File: src/rtl/vga_timing_gen_pkg.sv
// Shared types and defaults for the VGA timing generator:
// axis phase enum, per-axis timing bundle, control-output bundle,
// default 640x480@60 timing and small timing helpers.
package vga_pkg;

   typedef enum logic [1:0] {
      ACTIVE = 2'd0,
      FRONT  = 2'd1,
      SYNC   = 2'd2,
      BACK   = 2'd3
   } phase_t;

   typedef struct packed {
      int active;
      int fp;
      int sync;
      int bp;
   } timing_t;

   // Control outputs that travel together (and through the lead delay line).
   typedef struct packed {
      logic hs;
      logic vs;
      logic sync_b;
      logic blank_b;
      logic line;
      logic frame;
   } ctrl_t;

   localparam int DEF_H_ACTIVE = 640;
   localparam int DEF_H_FP     = 16;
   localparam int DEF_H_SYNC   = 96;
   localparam int DEF_H_BP     = 48;
   localparam int DEF_V_ACTIVE = 480;
   localparam int DEF_V_FP     = 10;
   localparam int DEF_V_SYNC   = 2;
   localparam int DEF_V_BP     = 33;

   localparam timing_t DEF_H_TIMING = '{active: DEF_H_ACTIVE, fp: DEF_H_FP,
                                        sync: DEF_H_SYNC, bp: DEF_H_BP};
   localparam timing_t DEF_V_TIMING = '{active: DEF_V_ACTIVE, fp: DEF_V_FP,
                                        sync: DEF_V_SYNC, bp: DEF_V_BP};

   // Positions per axis period.
   function automatic int total_of(input timing_t t);
      return t.active + t.fp + t.sync + t.bp;
   endfunction

   // Phase a position falls in; empty porches simply never match.
   function automatic phase_t phase_of(input int pos, input timing_t t);
      phase_t ph;
      if (pos < t.active) begin
         ph = ACTIVE;
      end else if (pos < t.active + t.fp) begin
         ph = FRONT;
      end else if (pos < t.active + t.fp + t.sync) begin
         ph = SYNC;
      end else begin
         ph = BACK;
      end
      return ph;
   endfunction

endpackage

File: src/rtl/vga_timing_gen_if.sv
// Output bundle of the VGA timing generator towards pixelStore and the DAC.
interface vga_timing_gen_if #(
   parameter int CW = 10
) ();
   logic          pix_tick;
   logic          hsync;
   logic          vsync;
   logic          sync_b;
   logic          blank_b;
   logic          line_start;
   logic          frame_start;
   logic [CW-1:0] vgaX;
   logic [CW-1:0] vgaY;

   modport master (
      output pix_tick, hsync, vsync, sync_b, blank_b,
             line_start, frame_start, vgaX, vgaY
   );

   modport slave (
      input  pix_tick, hsync, vsync, sync_b, blank_b,
             line_start, frame_start, vgaX, vgaY
   );
endinterface

File: src/rtl/vga_timing_gen_axis_counter.sv
// One timing axis (horizontal or vertical): position counter that wraps at
// the axis total, a registered phase state tracking the counter, the wrap
// strobe that carries into the next axis, and the axis sync level.
module vga_axis_counter
   import vga_pkg::*;
#(
   parameter timing_t TIM = DEF_H_TIMING,
   parameter bit      POL = 1'b0,
   parameter int      CW  = 10
) (
   input  logic          clk,
   input  logic          reset,
   input  logic          adv,
   output logic [CW-1:0] count,
   output logic          wrap,
   output phase_t        phase,
   output logic          sync_lvl
);

   localparam int            TOTAL = total_of(TIM);
   localparam logic [CW-1:0] LAST  = CW'(TOTAL - 1);
   localparam logic [CW-1:0] ZERO  = {CW{1'b0}};
   localparam logic [CW-1:0] ONE   = CW'(1);

   // Empty active or sync regions cannot form a valid raster.
   generate
      if (TIM.active <= 0 || TIM.sync <= 0 || TIM.fp < 0 || TIM.bp < 0) begin : g_bad_len
         $error("vga_axis_counter: active and sync must be non-empty, porches non-negative");
      end
      if ((TOTAL - 1) >= (1 << CW)) begin : g_bad_cw
         $error("vga_axis_counter: CW too narrow for the axis total");
      end
   endgenerate

   logic [CW-1:0] count_r;
   logic [CW-1:0] count_nxt_s;
   phase_t        phase_r;

   assign count_nxt_s = (count_r == LAST) ? ZERO : (count_r + ONE);

   // Position counter and phase state both step on the advance strobe.
   always_ff @(posedge clk) begin
      if (!reset) begin
         count_r <= ZERO;
         phase_r <= ACTIVE;
      end else if (adv) begin
         count_r <= count_nxt_s;
         phase_r <= phase_of(32'(count_nxt_s), TIM);
      end
   end

   assign count    = count_r;
   assign phase    = phase_r;
   assign wrap     = adv & (count_r == LAST);
   assign sync_lvl = (phase_r == SYNC) ? POL : ~POL;

endmodule

File: src/rtl/vga_timing_gen.sv
// Parametrised VGA timing generator: pixel-rate divider, H/V axis counters,
// registered sync/blank/marker outputs and pixel coordinates.
// Optional macro VGA_COORD_LEAD_EN: coordinates run LEAD pixel strobes ahead
// of the control outputs, which pass through a LEAD-deep delay line.
module vga_timing_gen
   import vga_pkg::*;
#(
   parameter int H_ACTIVE  = DEF_H_ACTIVE,
   parameter int H_FP      = DEF_H_FP,
   parameter int H_SYNC    = DEF_H_SYNC,
   parameter int H_BP      = DEF_H_BP,
   parameter int V_ACTIVE  = DEF_V_ACTIVE,
   parameter int V_FP      = DEF_V_FP,
   parameter int V_SYNC    = DEF_V_SYNC,
   parameter int V_BP      = DEF_V_BP,
   parameter bit HSYNC_POL = 1'b0,
   parameter bit VSYNC_POL = 1'b0,
   parameter int CLK_DIV   = 1,
   parameter int CW        = 10,
   parameter int LEAD      = 2
) (
   input  logic              clk,
   input  logic              reset,
   input  logic              en,
   vga_timing_gen_if.master  vga
);

   localparam timing_t       H_TIM    = '{active: H_ACTIVE, fp: H_FP, sync: H_SYNC, bp: H_BP};
   localparam timing_t       V_TIM    = '{active: V_ACTIVE, fp: V_FP, sync: V_SYNC, bp: V_BP};
   localparam int            DW       = (CLK_DIV > 1) ? $clog2(CLK_DIV) : 1;
   localparam logic [DW-1:0] DIV_LAST = DW'(CLK_DIV - 1);
   localparam logic [CW-1:0] ZERO     = {CW{1'b0}};
   localparam ctrl_t         CTRL_RST = '{hs: ~HSYNC_POL, vs: ~VSYNC_POL, sync_b: 1'b1,
                                          blank_b: 1'b0, line: 1'b0, frame: 1'b0};

   generate
      if (CLK_DIV < 1) begin : g_bad_div
         $error("vga_timing_gen: CLK_DIV must be at least 1");
      end
   endgenerate

   logic [DW-1:0] div_r;
   logic          tick_s;
   logic [CW-1:0] h_count_s;
   logic [CW-1:0] v_count_s;
   logic          h_wrap_s;
   logic          unused_v_wrap_s;
   phase_t        h_phase_s;
   phase_t        v_phase_s;
   logic          h_sync_lvl_s;
   logic          v_sync_lvl_s;
   ctrl_t         ctrl_now_s;
   ctrl_t         ctrl_out_s;

   logic          pix_tick_r;
   logic          hsync_r;
   logic          vsync_r;
   logic          sync_b_r;
   logic          blank_b_r;
   logic          line_start_r;
   logic          frame_start_r;
   logic [CW-1:0] vga_x_r;
   logic [CW-1:0] vga_y_r;

   assign tick_s = en & (div_r == DIV_LAST);

   // Pixel-rate divider: counts clk cycles per pixel, frozen while disabled.
   always_ff @(posedge clk) begin
      if (!reset) begin
         div_r <= {DW{1'b0}};
      end else if (en) begin
         div_r <= tick_s ? {DW{1'b0}} : (div_r + DW'(1));
      end
   end

   vga_axis_counter #(.TIM(H_TIM), .POL(HSYNC_POL), .CW(CW)) u_h (
      .clk      (clk),
      .reset    (reset),
      .adv      (tick_s),
      .count    (h_count_s),
      .wrap     (h_wrap_s),
      .phase    (h_phase_s),
      .sync_lvl (h_sync_lvl_s)
   );

   vga_axis_counter #(.TIM(V_TIM), .POL(VSYNC_POL), .CW(CW)) u_v (
      .clk      (clk),
      .reset    (reset),
      .adv      (h_wrap_s),
      .count    (v_count_s),
      .wrap     (unused_v_wrap_s),
      .phase    (v_phase_s),
      .sync_lvl (v_sync_lvl_s)
   );

   // Control values belonging to the pixel the counters point at right now.
   always_comb begin
      ctrl_now_s         = CTRL_RST;
      ctrl_now_s.hs      = h_sync_lvl_s;
      ctrl_now_s.vs      = v_sync_lvl_s;
      ctrl_now_s.sync_b  = ~((h_phase_s == SYNC) | (v_phase_s == SYNC));
      ctrl_now_s.blank_b = (h_phase_s == ACTIVE) & (v_phase_s == ACTIVE);
      ctrl_now_s.line    = (h_count_s == ZERO);
      ctrl_now_s.frame   = (h_count_s == ZERO) & (v_count_s == ZERO);
   end

`ifdef VGA_COORD_LEAD_EN
   generate
      if (LEAD < 1) begin : g_bad_lead
         $error("vga_timing_gen: LEAD must be at least 1 with the coordinate lead enabled");
      end
   endgenerate

   ctrl_t pipe_r [LEAD];

   // Delay line holding the last LEAD pixels' control values, stepped per pixel.
   always_ff @(posedge clk) begin
      if (!reset) begin
         for (int i = 0; i < LEAD; i++) begin
            pipe_r[i] <= CTRL_RST;
         end
      end else if (tick_s) begin
         pipe_r[0] <= ctrl_now_s;
         for (int i = 1; i < LEAD; i++) begin
            pipe_r[i] <= pipe_r[i-1];
         end
      end
   end

   assign ctrl_out_s = pipe_r[LEAD-1];
`else
   assign ctrl_out_s = ctrl_now_s;
`endif

   // Output registers: load on the pixel strobe, stop cleanly when disabled.
   always_ff @(posedge clk) begin
      if (!reset) begin
         pix_tick_r    <= 1'b0;
         hsync_r       <= ~HSYNC_POL;
         vsync_r       <= ~VSYNC_POL;
         sync_b_r      <= 1'b1;
         blank_b_r     <= 1'b0;
         line_start_r  <= 1'b0;
         frame_start_r <= 1'b0;
         vga_x_r       <= ZERO;
         vga_y_r       <= ZERO;
      end else if (!en) begin
         pix_tick_r    <= 1'b0;
         blank_b_r     <= 1'b0;
         line_start_r  <= 1'b0;
         frame_start_r <= 1'b0;
      end else if (tick_s) begin
         pix_tick_r    <= 1'b1;
         hsync_r       <= ctrl_out_s.hs;
         vsync_r       <= ctrl_out_s.vs;
         sync_b_r      <= ctrl_out_s.sync_b;
         blank_b_r     <= ctrl_out_s.blank_b;
         line_start_r  <= ctrl_out_s.line;
         frame_start_r <= ctrl_out_s.frame;
         vga_x_r       <= h_count_s;
         vga_y_r       <= v_count_s;
      end else begin
         pix_tick_r    <= 1'b0;
         line_start_r  <= 1'b0;
         frame_start_r <= 1'b0;
      end
   end

   assign vga.pix_tick    = pix_tick_r;
   assign vga.hsync       = hsync_r;
   assign vga.vsync       = vsync_r;
   assign vga.sync_b      = sync_b_r;
   assign vga.blank_b     = blank_b_r;
   assign vga.line_start  = line_start_r;
   assign vga.frame_start = frame_start_r;
   assign vga.vgaX        = vga_x_r;
   assign vga.vgaY        = vga_y_r;

endmodule

File: src/flat_wrapper.sv
// flat-port wrapper written by rule: the top's interface ports become plain ports
module vga_timing_gen_flat import vga_pkg::*;
#(
   parameter int H_ACTIVE  = DEF_H_ACTIVE,
   parameter int H_FP      = DEF_H_FP,
   parameter int H_SYNC    = DEF_H_SYNC,
   parameter int H_BP      = DEF_H_BP,
   parameter int V_ACTIVE  = DEF_V_ACTIVE,
   parameter int V_FP      = DEF_V_FP,
   parameter int V_SYNC    = DEF_V_SYNC,
   parameter int V_BP      = DEF_V_BP,
   parameter bit HSYNC_POL = 1'b0,
   parameter bit VSYNC_POL = 1'b0,
   parameter int CLK_DIV   = 1,
   parameter int CW        = 10,
   parameter int LEAD      = 2
)
  (clk, reset, en, vga_pix_tick, vga_hsync, vga_vsync, vga_sync_b, vga_blank_b, vga_line_start, vga_frame_start, vga_vgaX, vga_vgaY);
  vga_timing_gen_if #(.CW(CW)) vga_i ();
  input  logic clk;
  input  logic reset;
  input  logic en;
  output wire logic [$bits(vga_i.pix_tick)-1:0] vga_pix_tick;
  output wire logic [$bits(vga_i.hsync)-1:0] vga_hsync;
  output wire logic [$bits(vga_i.vsync)-1:0] vga_vsync;
  output wire logic [$bits(vga_i.sync_b)-1:0] vga_sync_b;
  output wire logic [$bits(vga_i.blank_b)-1:0] vga_blank_b;
  output wire logic [$bits(vga_i.line_start)-1:0] vga_line_start;
  output wire logic [$bits(vga_i.frame_start)-1:0] vga_frame_start;
  output wire logic [$bits(vga_i.vgaX)-1:0] vga_vgaX;
  output wire logic [$bits(vga_i.vgaY)-1:0] vga_vgaY;
  assign vga_pix_tick = vga_i.pix_tick;
  assign vga_hsync = vga_i.hsync;
  assign vga_vsync = vga_i.vsync;
  assign vga_sync_b = vga_i.sync_b;
  assign vga_blank_b = vga_i.blank_b;
  assign vga_line_start = vga_i.line_start;
  assign vga_frame_start = vga_i.frame_start;
  assign vga_vgaX = vga_i.vgaX;
  assign vga_vgaY = vga_i.vgaY;
  vga_timing_gen #(.H_ACTIVE(H_ACTIVE), .H_FP(H_FP), .H_SYNC(H_SYNC), .H_BP(H_BP), .V_ACTIVE(V_ACTIVE), .V_FP(V_FP), .V_SYNC(V_SYNC), .V_BP(V_BP), .HSYNC_POL(HSYNC_POL), .VSYNC_POL(VSYNC_POL), .CLK_DIV(CLK_DIV), .CW(CW), .LEAD(LEAD)) u_core (.clk(clk), .reset(reset), .en(en), .vga(vga_i));
endmodule
File: config.mk
export PLATFORM = sky130hd
export DESIGN_NAME = vga_timing_gen_flat
export DESIGN_NICKNAME = d
export VERILOG_FILES = /design/src/rtl/vga_timing_gen_pkg.sv /design/src/rtl/vga_timing_gen_if.sv /design/src/rtl/vga_timing_gen_axis_counter.sv /design/src/rtl/vga_timing_gen.sv /design/src/flat_wrapper.sv
export SDC_FILE = /design/constraint.sdc
export NUM_CORES = 1
export LEC_CHECK = 0
export BUFFER_PORTS_ARGS = -buffer_cell sky130_fd_sc_hd__buf_4
export CAP_MARGIN = 5
export CORE_MARGIN = 2
export CORE_UTILIZATION = 35
export CTS_CLUSTER_DIAMETER = 50
export DETAILED_ROUTE_END_ITERATION = 8
export PLACE_DENSITY = 0.51
export SKIP_CTS_REPAIR_TIMING = 1
export SYNTH_ARGS = -nofsm -noshare
export SYNTH_HDL_FRONTEND = slang
export SYNTH_HIERARCHICAL = 1
export SYNTH_SLANG_ARGS = --single-unit
File: constraint.sdc
create_clock -name clk -period 3.15 [get_ports clk]
set_clock_uncertainty 0.15 [all_clocks]
set_input_delay 0.1575 -clock clk [delete_from_list [all_inputs] [get_ports clk]]
set_output_delay 0.1575 -clock clk [all_outputs]
set_load 0.005 [all_outputs]
# After elaboration in Yosys (flattened, before gate mapping)

Index checks and enable logic that the tools add are counted.

$add $sub $neg: 3
Order comparisons: 6
Equal/unequal tests: 4
Multiplexer cells: 12
Bitwise operators: 7
Reduce and logical (&&, ||, !) cells: 7

Operator list:

| operator                                             | count |
|---|---|
| < comparator 10 bit (second input constant)          | 3 |
| < comparator 10 x 9 -> 1 bit (second input constant) | 3 |
| adder 10 x 1 -> 10 bit (second input constant)       | 2 |
| == test 10 bit (second input constant)               | 2 |
| zero test 10 bit                                     | 2 |
| 2-to-1 mux 10 bit                                    | 2 |
| 2-to-1 mux 2 bit                                     | 4 |
| 2-to-1 mux 1 bit                                     | 6 |
| AND 1 bit                                            | 4 |
| == test 2 bit (second input constant)                | 2 |
| zero test 2 bit                                      | 2 |
| AND reduction 2 bit                                  | 2 |
| AND reduction 3 bit                                  | 1 |
| NOT 1 bit                                            | 2 |
| adder 1 bit (second input constant)                  | 1 |
| bitwise OR 1 bit                                     | 1 |

Register bits: 52
Input bits: 3
Output and inout bits: 27

# Logic depth before layout (Yosys ltp)

Depth in word-level cells: 6
Depth in mapped cells: 12

# Cells and area by module

The synthesis kept the hierarchy.

Modules (own cells, without submodules):

| module                        | times used | cells each | area each (µm²) |
|---|---|---|---|
| vga_timing_gen                | 1          | 122        | 1071.0 |
| vga_axis_counter (u_core.u_h) | 1          | 90         | 758.2 |
| vga_axis_counter (u_core.u_v) | 1          | 87         | 744.5 |

# Worst setup path after synthesis

OpenSTA, ideal clock, no wires.

Kind: reg2reg
Start: register u_core.u_h.count_r[0], in the netlist u_core/u_h/count[0]
End: register u_core.u_v.phase_r[0], in the netlist u_core/u_v/phase[0]
Arrival: 2046 ps
Data required time: 2925 ps
Setup slack: 880 ps
Stages on the path, launching flop included: 11
Buffers on the path: 1
Clock period less this slack: 2270 ps
Cells stage by stage: dfxtp_1 > ha_1 > and4_4 > nor3b_4 > and2_1 > buf_2 > and4_1 > nand2_1 > nor3_1 > a41oi_1 > o22ai_1

Cells in the longest elaborated chain, start to end: 2

RTL lines:

| item                     | line                              | source |
|---|---|---|
| start: declaration       | vga_timing_gen_axis_counter.sv:35 | `logic [CW-1:0] count_r;` |
| start signal: assignment | vga_timing_gen_axis_counter.sv:47 | `count_r <= count_nxt_s;` |
| == test 10 bit           | vga_timing_gen_axis_counter.sv:54 | `assign wrap = adv & (count_r == LAST);` |
| AND 1 bit                | vga_timing_gen_axis_counter.sv:54 |  |
| via u_core.h_wrap_s      | vga_timing_gen.sv:46              | `logic h_wrap_s;` |
| end signal: assignment   | vga_timing_gen_axis_counter.sv:48 | `phase_r <= phase_of(32'(count_nxt_s), TIM);` |
| end: declaration         | vga_timing_gen_axis_counter.sv:37 | `phase_t phase_r;` |

The timed path passes the listed nets, and every way through them passes these cells.
A chain may end at the register's enable or synchronous reset.

# Worst setup path in the final report

Same ends and word-level chain as after synthesis.

==> metrics <==
fin area=0.00294 mm^2; met1 Use GR=0.215; Final nets=328; first-pass GRT wire length=9.86 mm; Setup-failing EPs final=0; Root Driver=clkbuf_8; clk sinks=52; CP arrival=2560 ps; GRT busiest layer=met2; final hold slack=82.6 ps; power density over the cells=404 mW/mm^2; number of placement rows=31; Tmin final=2470 ps; clock slew at reported path FFs=90 ps; critical path peak fanout=8; DIE AREA=0.00804 mm^2; vias in the first global route=1961; die height=89.7 um; CTS Buffer Depth=2; PnR Total Power=1.19 mW; register area=0.00104 mm^2; fmax=405 MHz; final hold viol count=0; Worst Setup End Kind=flop; H-tree depth=2; Vias=2038; antenna cells=0; initial antenna violation count=0; Fillers=744; met3 Usage GRT=0.0356; dpl cells=413; Non-Filler Instances=422; number of port buffers=29; most frequent cells in the layout=nand2_1 (60), dfxtp_1 (52), buf_4 (32); final WL=5.72 mm; Initial Util=0.358; Final Wtd Congestion=0.795; die width=89.7 um; Synth warnings=6; data required time of the worst path=3240 ps; Clock Latency Late Sink=310 ps; hold crit path type=input port to flop; Syn-to-layout area delta=14.6%; status=finished, final reports clean; area post-placement=0.00283 mm^2; global-route usage over all layers=0.157; Avg WL per Cell=13.6 um; Remaining Overflow, GRT=0; Ports=30; largest net degree at the start of global routing=43; DRT antenna net count=0; P_leak=1.07 nW; Avg Inst Size Synth=8.62 um^2; final worst-path cycle share=0.784; Crit Path Category=flop to flop; Slew Limit Fails=0; Core ar.=0.00718 mm^2; syn_nets=304; first drt pass iteration count=4; max-cap violation count=0; Fin Setup TNS=0 ps; Cell Area, Synth=0.00257 mm^2; commonest non-fill, non-tap cell in the layout=nand2_1; RSZ-0062 raised after global routing=no; Worst-Margin Slew=505 ps; CTS tree=built; DRT iter0 DRCs=136; Max-slew headroom=0.663; hpwl dp=3.81 mm; area of the multi-input gates=0.00138 mm^2; DRC Markers=0; startpoint types=flop; layout cells sized above 1=0.176; via-per-instance ratio=4.83; number of buffers created by CTS=5; Synth Instances=298; GRT met2 Usage=0.247; IR drop worst, VDD=0.199 mV
[worst paths after layout]
kind                                           from                  end  slack, ps  cells after the start
worst min register to register   u_core/vga.vgaY[5]   u_core/vga.vgaY[5]        310                      2
worst min-delay path                          reset    u_core/vga.sync_b         80                      2
worst max register to register  u_core/u_h/count[0]  u_core/u_v/phase[0]        680                      9
worst max-delay path            u_core/u_h/count[0]  u_core/u_v/phase[0]        680                      9
[worst max-delay path: stages (launching register included)]
cell     delay [ps]
dfxtp_1         480
ha_1            260
and4_4          280
nor3b_4         320
and2_1          210
and4_1          200
nand2_1          50
nor3_1          150
a41oi_1          90
o22ai_1         200
[final cells by class]
class                   count  share of cell area
multi-input cells         220               0.470
well taps                  99              0.0421
inverters                  10              0.0128
clock inverters             2              0.0119
clock buffers               6              0.0247
repair buffers             33              0.0850
flip-flops and latches     52               0.354
[state kept, by name, summed over array words and instances, names as in the netlist, 2 cells and up]
name / cells
u_core/u_h/count: 10
u_core/vga.vgaY: 10
u_core/vga.vgaX: 10
u_core/u_h/phase: 2
u_core/u_v/count: 10
u_core/u_v/phase: 2
[where the power goes]
group          internal, mW  leakage, nW  switching (mW)
registers             0.665        0.421         0.00713
logic                0.0247        0.596          0.0349
clock network         0.236       0.0552           0.221
[layer usage]
layer  up-vias  routed length [um]
li1       1071                   -
met1       927                2960
met2        34                2460
met3         6                 226
met4         0                  69
met5         -                   0
[metrics by stage]
step / worst slack (ps) / utilization
after floorplan: 880 / -
final: 681 / 0.410
after global placement: 811 / 0.394
after CTS: 699 / 0.409
after detailed placement: 718 / 0.394
after global routing: 487 / 0.410
No activity file was read; power rests on OpenSTA's default activity.
